--- config.mk ---
export PLATFORM = sky130hd
export DESIGN_NAME = imgproc_win3
export DESIGN_NICKNAME = d
export VERILOG_FILES = /design/src/rtl/imgproc_pkg.sv /design/src/rtl/imgproc_linebuf.sv /design/src/rtl/imgproc_win3.sv
export SDC_FILE = /design/constraint.sdc
export NUM_CORES = 2
export LEC_CHECK = 0
export BUFFER_PORTS_ARGS = -buffer_cell sky130_fd_sc_hd__clkbuf_2
export CAP_MARGIN = 10
export CORE_MARGIN = 4
export CORE_UTILIZATION = 43
export DETAILED_ROUTE_END_ITERATION = 8
export SLEW_MARGIN = 10
export SYNTH_ARGS = -nofsm -noshare
export SYNTH_HDL_FRONTEND = slang
export SYNTH_SLANG_ARGS = --single-unit
--- constraint.sdc ---
create_clock -name clk -period 59 [get_ports clk]
set_input_delay 5.9 -clock clk [delete_from_list [all_inputs] [get_ports clk]]
set_output_delay 5.9 -clock clk [all_outputs]
set_load 0.02 [all_outputs]
--- src/rtl/imgproc_pkg.sv ---
// Shared types for the 3x3 window image filter: filter mode and frame FSM state.
package imgproc_pkg;
  localparam int DW_DEF = 8;

  typedef enum logic [1:0] {MODE_PASS, MODE_GAUSS, MODE_MAX, MODE_MIN} mode_e;
  typedef enum logic [1:0] {ST_IDLE, ST_FETCH, ST_FLUSH, ST_DONE} state_e;
endpackage

--- src/rtl/imgproc_linebuf.sv ---
// DEPTH-deep shift buffer: dout is the value pushed DEPTH enables ago.
module imgproc_linebuf #(
  parameter int DEPTH = 128,
  parameter int DW    = 8
) (
  input  logic          clk,
  input  logic          en,
  input  logic [DW-1:0] din,
  output logic [DW-1:0] dout
);
  logic [DEPTH-1:0][DW-1:0] mem;

  always_ff @(posedge clk)
    if (en) mem <= {mem[DEPTH-2:0], din};

  assign dout = mem[DEPTH-1];
endmodule

--- src/rtl/imgproc_win3.sv ---
// Streams an IMG_W x IMG_H frame, applies a mode-selected 3x3 filter, writes one result per pixel.
// Optional IMGPROC_THRESH_EN adds a thresh port and a binarising output stage (latency 3 instead of 2).
module imgproc_win3
  import imgproc_pkg::*;
#(
  parameter  int IMG_W = 128,
  parameter  int IMG_H = 128,
  parameter  int DW    = DW_DEF,
  localparam int AW    = $clog2(IMG_W*IMG_H)
) (
  input  logic          clk,
  input  logic          rst_n,
  input  logic [1:0]    mode,
  input  logic [DW-1:0] orig_data,
  input  logic          orig_ready,
`ifdef IMGPROC_THRESH_EN
  input  logic [DW-1:0] thresh,
`endif
  output logic          request,
  output logic [AW-1:0] orig_addr,
  output logic          imgproc_ready,
  output logic [AW-1:0] imgproc_addr,
  output logic [DW-1:0] imgproc_data,
  output logic          finish
);
  localparam int N  = IMG_W*IMG_H;
  localparam int FW = $clog2(IMG_W+2);
  localparam int CW = $clog2(IMG_W);
  localparam int RW = $clog2(IMG_H);
  localparam int GW = DW+4;
`ifdef IMGPROC_THRESH_EN
  localparam int STAGES = 3;
`else
  localparam int STAGES = 2;
`endif

  state_e state, state_nx;
  mode_e  mode_q;
  logic [AW-1:0] k, c_addr, s1_addr;
  logic [FW-1:0] fill, flush_cnt;
  logic [CW-1:0] c_col;
  logic [RW-1:0] c_row;
  logic          accept, inject, push, c_vld, s1_border, last_out;
  logic [DW-1:0] pix, filt;
  logic [STAGES:1] vld_pipe;
  logic [1:0][DW-1:0] lb_out;
  logic [2:0][DW-1:0] col_new;
  logic [2:0][2:0][DW-1:0] w;
  logic [GW-1:0] gsum;
  logic [DW-1:0] vmax, vmin;

  assign accept   = (state == ST_FETCH) && orig_ready;
  assign inject   = (state == ST_FLUSH) && (flush_cnt != FW'(IMG_W+1));
  assign push     = accept || inject;
  assign pix      = accept ? orig_data : '0;
  // A centre exists once the window has swallowed IMG_W+1 pixels
  assign c_vld    = push && (fill == FW'(IMG_W+1));
  assign request  = (state == ST_FETCH);
  assign finish   = (state == ST_DONE);
  assign orig_addr = k;
  assign imgproc_ready = vld_pipe[STAGES];
  assign last_out = imgproc_ready && (imgproc_addr == AW'(N-1));

  always_ff @(posedge clk or negedge rst_n)
    if (!rst_n) state <= ST_IDLE;
    else        state <= state_nx;

  always_comb begin
    state_nx = state;
    case (state)
      ST_IDLE:  state_nx = ST_FETCH;
      ST_FETCH: if (accept && k == AW'(N-1)) state_nx = ST_FLUSH;
      ST_FLUSH: if (last_out) state_nx = ST_DONE;
      default:  state_nx = state;
    endcase
  end

  always_ff @(posedge clk or negedge rst_n)
    if (!rst_n) begin
      mode_q    <= MODE_PASS;
      k         <= '0;
      fill      <= '0;
      flush_cnt <= '0;
      c_addr    <= '0;
      c_col     <= '0;
      c_row     <= '0;
      s1_addr   <= '0;
      s1_border <= 1'b0;
      vld_pipe  <= '0;
    end else begin
      if (state == ST_IDLE) mode_q <= mode_e'(mode);
      if (accept && k != AW'(N-1)) k <= k + 1'b1;
      if (inject) flush_cnt <= flush_cnt + 1'b1;
      if (push && !c_vld) fill <= fill + 1'b1;
      if (c_vld) begin
        s1_addr   <= c_addr;
        s1_border <= (c_row == '0) || (c_row == RW'(IMG_H-1)) ||
                     (c_col == '0) || (c_col == CW'(IMG_W-1));
        c_addr    <= c_addr + 1'b1;
        if (c_col == CW'(IMG_W-1)) begin
          c_col <= '0;
          c_row <= c_row + 1'b1;
        end else begin
          c_col <= c_col + 1'b1;
        end
      end
      vld_pipe <= {vld_pipe[STAGES-1:1], c_vld};
    end

  // Row 0 of the window is the oldest line, column 2 the newest pixel
  assign col_new = {pix, lb_out[0], lb_out[1]};

  imgproc_linebuf #(.DEPTH(IMG_W), .DW(DW)) u_lb0 (
    .clk(clk), .en(push), .din(pix), .dout(lb_out[0]));
  imgproc_linebuf #(.DEPTH(IMG_W), .DW(DW)) u_lb1 (
    .clk(clk), .en(push), .din(lb_out[0]), .dout(lb_out[1]));

  always_ff @(posedge clk)
    if (push)
      for (int r = 0; r < 3; r++) w[r] <= {col_new[r], w[r][2:1]};

  always_comb begin
    gsum = '0;
    vmax = w[0][0];
    vmin = w[0][0];
    for (int r = 0; r < 3; r++)
      for (int c = 0; c < 3; c++) begin
        gsum = gsum + (GW'(w[r][c]) << (int'(r == 1) + int'(c == 1)));
        if (w[r][c] > vmax) vmax = w[r][c];
        if (w[r][c] < vmin) vmin = w[r][c];
      end
    filt = w[1][1];
    case (mode_q)
      MODE_GAUSS: filt = DW'(gsum >> 4);
      MODE_MAX:   filt = vmax;
      MODE_MIN:   filt = vmin;
      default:    filt = w[1][1];
    endcase
  end

`ifdef IMGPROC_THRESH_EN
  logic [DW-1:0] d2;
  logic [AW-1:0] a2;
  logic          b2;

  always_ff @(posedge clk or negedge rst_n)
    if (!rst_n) begin
      d2 <= '0;
      a2 <= '0;
      b2 <= 1'b0;
      imgproc_addr <= '0;
      imgproc_data <= '0;
    end else begin
      if (vld_pipe[1]) begin
        d2 <= filt;
        a2 <= s1_addr;
        b2 <= s1_border;
      end
      if (vld_pipe[2]) begin
        imgproc_addr <= a2;
        imgproc_data <= (!b2 && d2 >= thresh) ? '1 : '0;
      end
    end
`else
  always_ff @(posedge clk or negedge rst_n)
    if (!rst_n) begin
      imgproc_addr <= '0;
      imgproc_data <= '0;
    end else if (vld_pipe[1]) begin
      imgproc_addr <= s1_addr;
      imgproc_data <= s1_border ? '0 : filt;
    end
`endif
endmodule

Yosys cells after proc, flatten, opt, wreduce, memory -nomap -nowiden
Cells that the tools add are included.

ROM bits: 0. Bits in registers: 2173. Input bits: 13. RAM bits: 0. Output and inout bits: 39. Memories: 0. Latch bits: 0. Logic and storage cells: 357.

Bitwise logic cells: 0. Shift operators: 0. Order comparisons: 16. Multiplexer cells: 22. Div/mod/pow operators: 0. Equality and inequality tests: 15. Add/subtract/negate cells: 14. $mul: 0. Reduce and logical (&&, ||, !) cells: 18.

Operators by type and width (count): 2-to-1 mux 8 bit (17); greater-than comparator 8 bit (8); less-than comparator 8 bit (8); adder 14 x 1 -> 14 bit (second input constant) (2); equality test 14 bit (second input constant) (2); adder 12 x 8 -> 12 bit (2); adder 12 x 9 -> 12 bit (2); case mux 8 bit (3 select lines) (1); adder 8 x 1 -> 8 bit (second input constant) (2); adder 7 x 1 -> 7 bit (second input constant) (2); equality test 7 bit (second input constant) (2); logical NOT 7 bit (2); inequality test 14 bit (second input constant) (1); adder 11 x 9 -> 12 bit (1); adder 12 x 10 -> 12 bit (1); adder 10 x 8 -> 11 bit (1); adder 8 x 9 -> 10 bit (1); equality test 2 bit (second input constant) (4); equality test 8 bit (second input constant) (1); inequality test 8 bit (second input constant) (1); logical AND 1 bit (7); 2-to-1 mux 7 bit (1); case mux 2 bit (3 select lines) (1); equality test 2 x 1 -> 1 bit (second input constant) (2); 9 further kinds (13).

Depth between registers and ports, before layout
Word-level depth: 18. Gate-level depth with buffers: 85. Depth with buffers taken out: 84.

Cells and area by module
A second synthesis with hierarchy kept.

Cell total of the unflattened synthesis: 3274. Area total of the unflattened synthesis: 74317.5 um^2.

Modules (own cells, without submodules): imgproc_linebuf (sequential area each 30749.5 um^2, area an instance 30809.5 um^2, cells an instance 1032, times used 2); imgproc_win3 (sequential area each 4689.5 um^2, area an instance 12698.4 um^2, cells an instance 1210, times used 1).

Least setup slack after synthesis
Ideal clock, no wire load.

Kind: in2reg. From: in orig_ready. To: reg fill[7]. Setup time: 0.126 ns. Required time: 58.874 ns. Cell stages on the path: 6. Arrival: 55.066 ns. Path slack: 3.808 ns. Path buffers: 0. Cells stage by stage: nand2_1 > nand2_1 > and4_1 > nand3_1 > nor2_1 > xor2_1.

Word-level cells in the longest chain between the ends: 5.

RTL lines: from (decl) (RTL line imgproc_win3.sv:15) `input logic orig_ready,`; logical AND 1 bit (*) (RTL line imgproc_win3.sv:52) `assign accept = (state == ST_FETCH) && orig_ready;`; logical OR 1 bit (*) (RTL line imgproc_win3.sv:54) `assign push = accept || inject;`; named net push (RTL line imgproc_win3.sv:43) `logic accept, inject, push, c_vld, s1_border, last_out;`; logical AND 1 bit (RTL line imgproc_win3.sv:57) `assign c_vld = push && (fill == FW'(IMG_W+1));`; logical NOT 1 bit (RTL line imgproc_win3.sv:94) `if (push && !c_vld) fill <= fill + 1'b1;`; logical AND 1 bit (*) (RTL line imgproc_win3.sv:94); to (signal assigned) (RTL line imgproc_win3.sv:94); to (decl) (RTL line imgproc_win3.sv:40) `logic [FW-1:0] fill, flush_cnt;`.

Mark *: on every way through the listed nets, which the timed path passes. The rest lies on a longest branch. A chain may end at the register's enable or synchronous reset.

Worst setup path after layout
From: reg w[10] (netlist name). To: reg imgproc_data[7].

Word-level cells in the longest chain between the ends: 18. Elaborated cells between the ends (all ways): 42. Those cells by class: add/sub: 8; order compare: 16; mux: 18.

RTL lines: parallel branches: the longest is 16 deep, another holds adder 11 x 9 -> 12 bit; case mux 8 bit (3 select lines) (*) (RTL line imgproc_win3.sv:133) `case (mode_q)`; 2-to-1 mux 8 bit (*) (RTL line imgproc_win3.sv:171) `imgproc_data <= s1_border ? '0 : filt;`; to (signal assigned) (RTL line imgproc_win3.sv:171); to (decl) (RTL line imgproc_win3.sv:23) `output logic [DW-1:0] imgproc_data,`.

Every way passes the cells marked *.

==> impl_metrics.toml <==
[layout]
regArea_um2 = 64700
syn2layout_area_growth_pct = 13.3
nets = 3706
utilization = 0.492
layout_common_cells = "edfxtp_1, clkbuf_16, ha_1"
layout_commonest_cell = "edfxtp_1"
fill_cells = 13260
multiInputGateArea_um2 = 7780
drive_above_1_share = 0.114

[synth]
syn_nets = 3448
ys_types = 83
syn_inst = 3252
synth_warnings = 0
synth_ff_type = "edfxtp_1"
ys_seq_area_frac = 0.887
syn_area_um2 = 73000
ys_async_sr_fraction = 0.0465
ys_seq_elements = 2173
syn_avg_cell_area_um2 = 22.4
synth_edf_count = 2072

[cts]
cts_tree = "done"
clkLatencyLatePin_ps = 800
cts.path.max_buffers = 3
cts-resized-gates = 0
clkSinkCount = 2173
cts_hold_buf = 0
cts.clk_slew.worst_paths_ps = 60
post_cts_buffers = 0
numCtsBuffers = 202
htree_levels = 4
cts_root_buf = "clkbuf_16"

[timing]
relSlewSlack = 0.236
slew_viol_final = 0
fin_setup_tns_ps = 0
setup_violations = 0
rsz0062_at_grt = "no"
fmax_mhz = 55.2
fin_crit_ps = 18110
period_share = 0.307
tightest_slew_ps = 1150
finClkSkew_ps = 57.7
fin_hold_ws_ps = 366
finalHoldViolCount = 0

[detailed_routing]
drc = 0
vias = 28505
wl_per_cell_um = 18.7
drtPass1Iterations = 5
dr.first_iter.drc_count = 2470
ant_nets = 0
routed_via_density = 4.84
wl_mm = 110

[global_route]
grt-ovfl-total = 0
grt_max_degree = 201
grt_use_total = 0.123
grt_pass1_vias = 27977
antenna_found_initial = 4
grt_pass1_wl_mm = 167

[placed_design]
dp.final_hpwl_mm = 61.6
place_congestion = 0.790
io_buffers = 51

[outcome]
outcome = "finished, final reports clean"

[setup_path]
end_kind = "flip-flop"
worst-path-max-fanout = 14
worstReg2RegStart = "w[10]"
cp_data_arrival_time_ps = 18810
start_kind = "flip-flop"
critPathKind = "flip-flop to flip-flop"
critPathMaxStageDelay_ps = 910
crit_slowest_cell = "o31ai_2"
r2r_slack_ps = 40890
cp_common_cell = "a21oi_1"
worstPathRequired_ps = 59700
r2r-end = "imgproc_data[7]"
rr_worst_depth = 79

[floorplan]
row_count = 150
die_area_um2 = 176000
pin_count = 52
core_area_um2 = 168000
die_w_um = 420
die_h_um = 420
start_util = 0.435

[hold_path]
min-delay-start = "u_lb1.mem[269]"
min_to = "u_lb1.mem[277]"
hold_depth = 0
hp-class = "flip-flop to flip-flop"

[power]
vdd_drop_max_uv = 31.4
power.static_leakage_nw = 29.1
p_per_area_nw_per_um2 = 41.9

[run]
cap_violations = 0
[stage by stage]
step	worst slack (ps)	total power [mW]	cells	instance area, µm²
2_1_floorplan	3810	2.29	3252	73000
3_3_place_gp	41220	2.24	5510	76200
3_5_place_dp	41020	2.25	5510	76200
4_1_cts	40860	3.52	5886	82700
5_1_grt	39270	3.64	5886	82700
6_report	40890	3.46	5887	82700
[cell type report]
cell class                 instances  area share
antenna                            1   0.0000303
clock buffer                     252      0.0635
clock inverter                   124      0.0151
inverter                         105     0.00477
multi-input combinational        953      0.0941
sequential                      2173       0.783
tap                             2204      0.0334
timing repair buffer              75     0.00605
[worst max-delay path: cells and delay by family, from the launching register on]
kind	cells	cell delay, ps
AO/OA/AOI/OAI	34	7750
AND/OR/NAND/NOR	23	3910
adder cells (fa/ha/maj)	8	2390
multiplexers	6	2000
buffers and inverters	8	1350
flip-flops	1	550
[synthesized netlist by cell type (4+ instances only)]
master    count  area [µm²]
a31oi_1       7        43.8
nor3_1        6        30.0
a21boi_0      5        37.5
nor2_1       75         282
a21oi_1      72         360
mux2_2       36         405
fa_1         52        1040
xor2_1       11        96.3
ha_1        131        1640
nand2_1     122         458
o21ai_0      53         265
and2_1        9        56.3
a211oi_1      9        67.6
and4_1        5        43.8
o31ai_1       4        30.0
nand4_1      29         181
o21a_1       24         180
mux2_4        5        75.1
mux2i_1      55         551
nand2b_1     10        62.6
dfrtp_1     101        2530
and3_1       19         119
xnor2_1      46         403
inv_1       104         390
or2_2         5        31.3
o211ai_1      9        67.6
o21ai_1       4        20.0
nor2b_1      11        68.8
nor4_1        5        31.3
a21o_1       26         195
o22ai_1       5        31.3
edfxtp_1   2072       62200
clkbuf_1     19        71.3
o21bai_1      4        30.0
nand3_1      31         155
[sequential cells by signal, summed over array words and instances, names as in the netlist, 14 cells and up]
register      count
imgproc_addr     14
orig_addr        14
s1_addr          14
u_lb0.mem      1008
c_addr           14
u_lb1.mem      1008
w                40
[how the worst max path moves through the flow]
stage	start	endpoint	slack, ps	cells past startpoint
2_1_floorplan	orig_ready	fill[7]	3810	6
3_3_place_gp	w[10]	imgproc_data[7]	41220	79
3_5_place_dp	w[15]	imgproc_data[7]	41020	78
4_1_cts	w[10]	imgproc_data[7]	40860	78
5_1_grt	w[1]	imgproc_data[7]	39270	80
6_report	w[10]	imgproc_data[7]	40890	79
[power breakdown]
| group | internal (mW) | switching [mW] |
|---|---|---|
| registers | 1.79 | 0.0382 |
| clock network | 0.699 | 0.550 |
| logic | 0.155 | 0.231 |
| total | 2.64 | 0.820 |
[cell families after synthesis]
| family | share of synthesized area |
|---|---|
| multiplexers | 0.0143 |
| flip-flops | 0.887 |
| XOR/XNOR | 0.00684 |
| AO/OA/AOI/OAI | 0.0254 |
| buffers and inverters | 0.00650 |
| AND/OR/NAND/NOR | 0.0229 |
| adder cells (fa/ha/maj) | 0.0370 |
[layer usage]
| metal | routed length (µm) | global-route usage | up-vias |
|---|---|---|---|
| met5 | 0 | 0 | - |
| met4 | 2540 | 0.0390 | 0 |
| met3 | 5380 | 0.0308 | 193 |
| met2 | 45600 | 0.167 | 494 |
| met1 | 56400 | 0.195 | 14574 |
| li1 | - | - | 13244 |
Power figures use the tool's default switching activity.
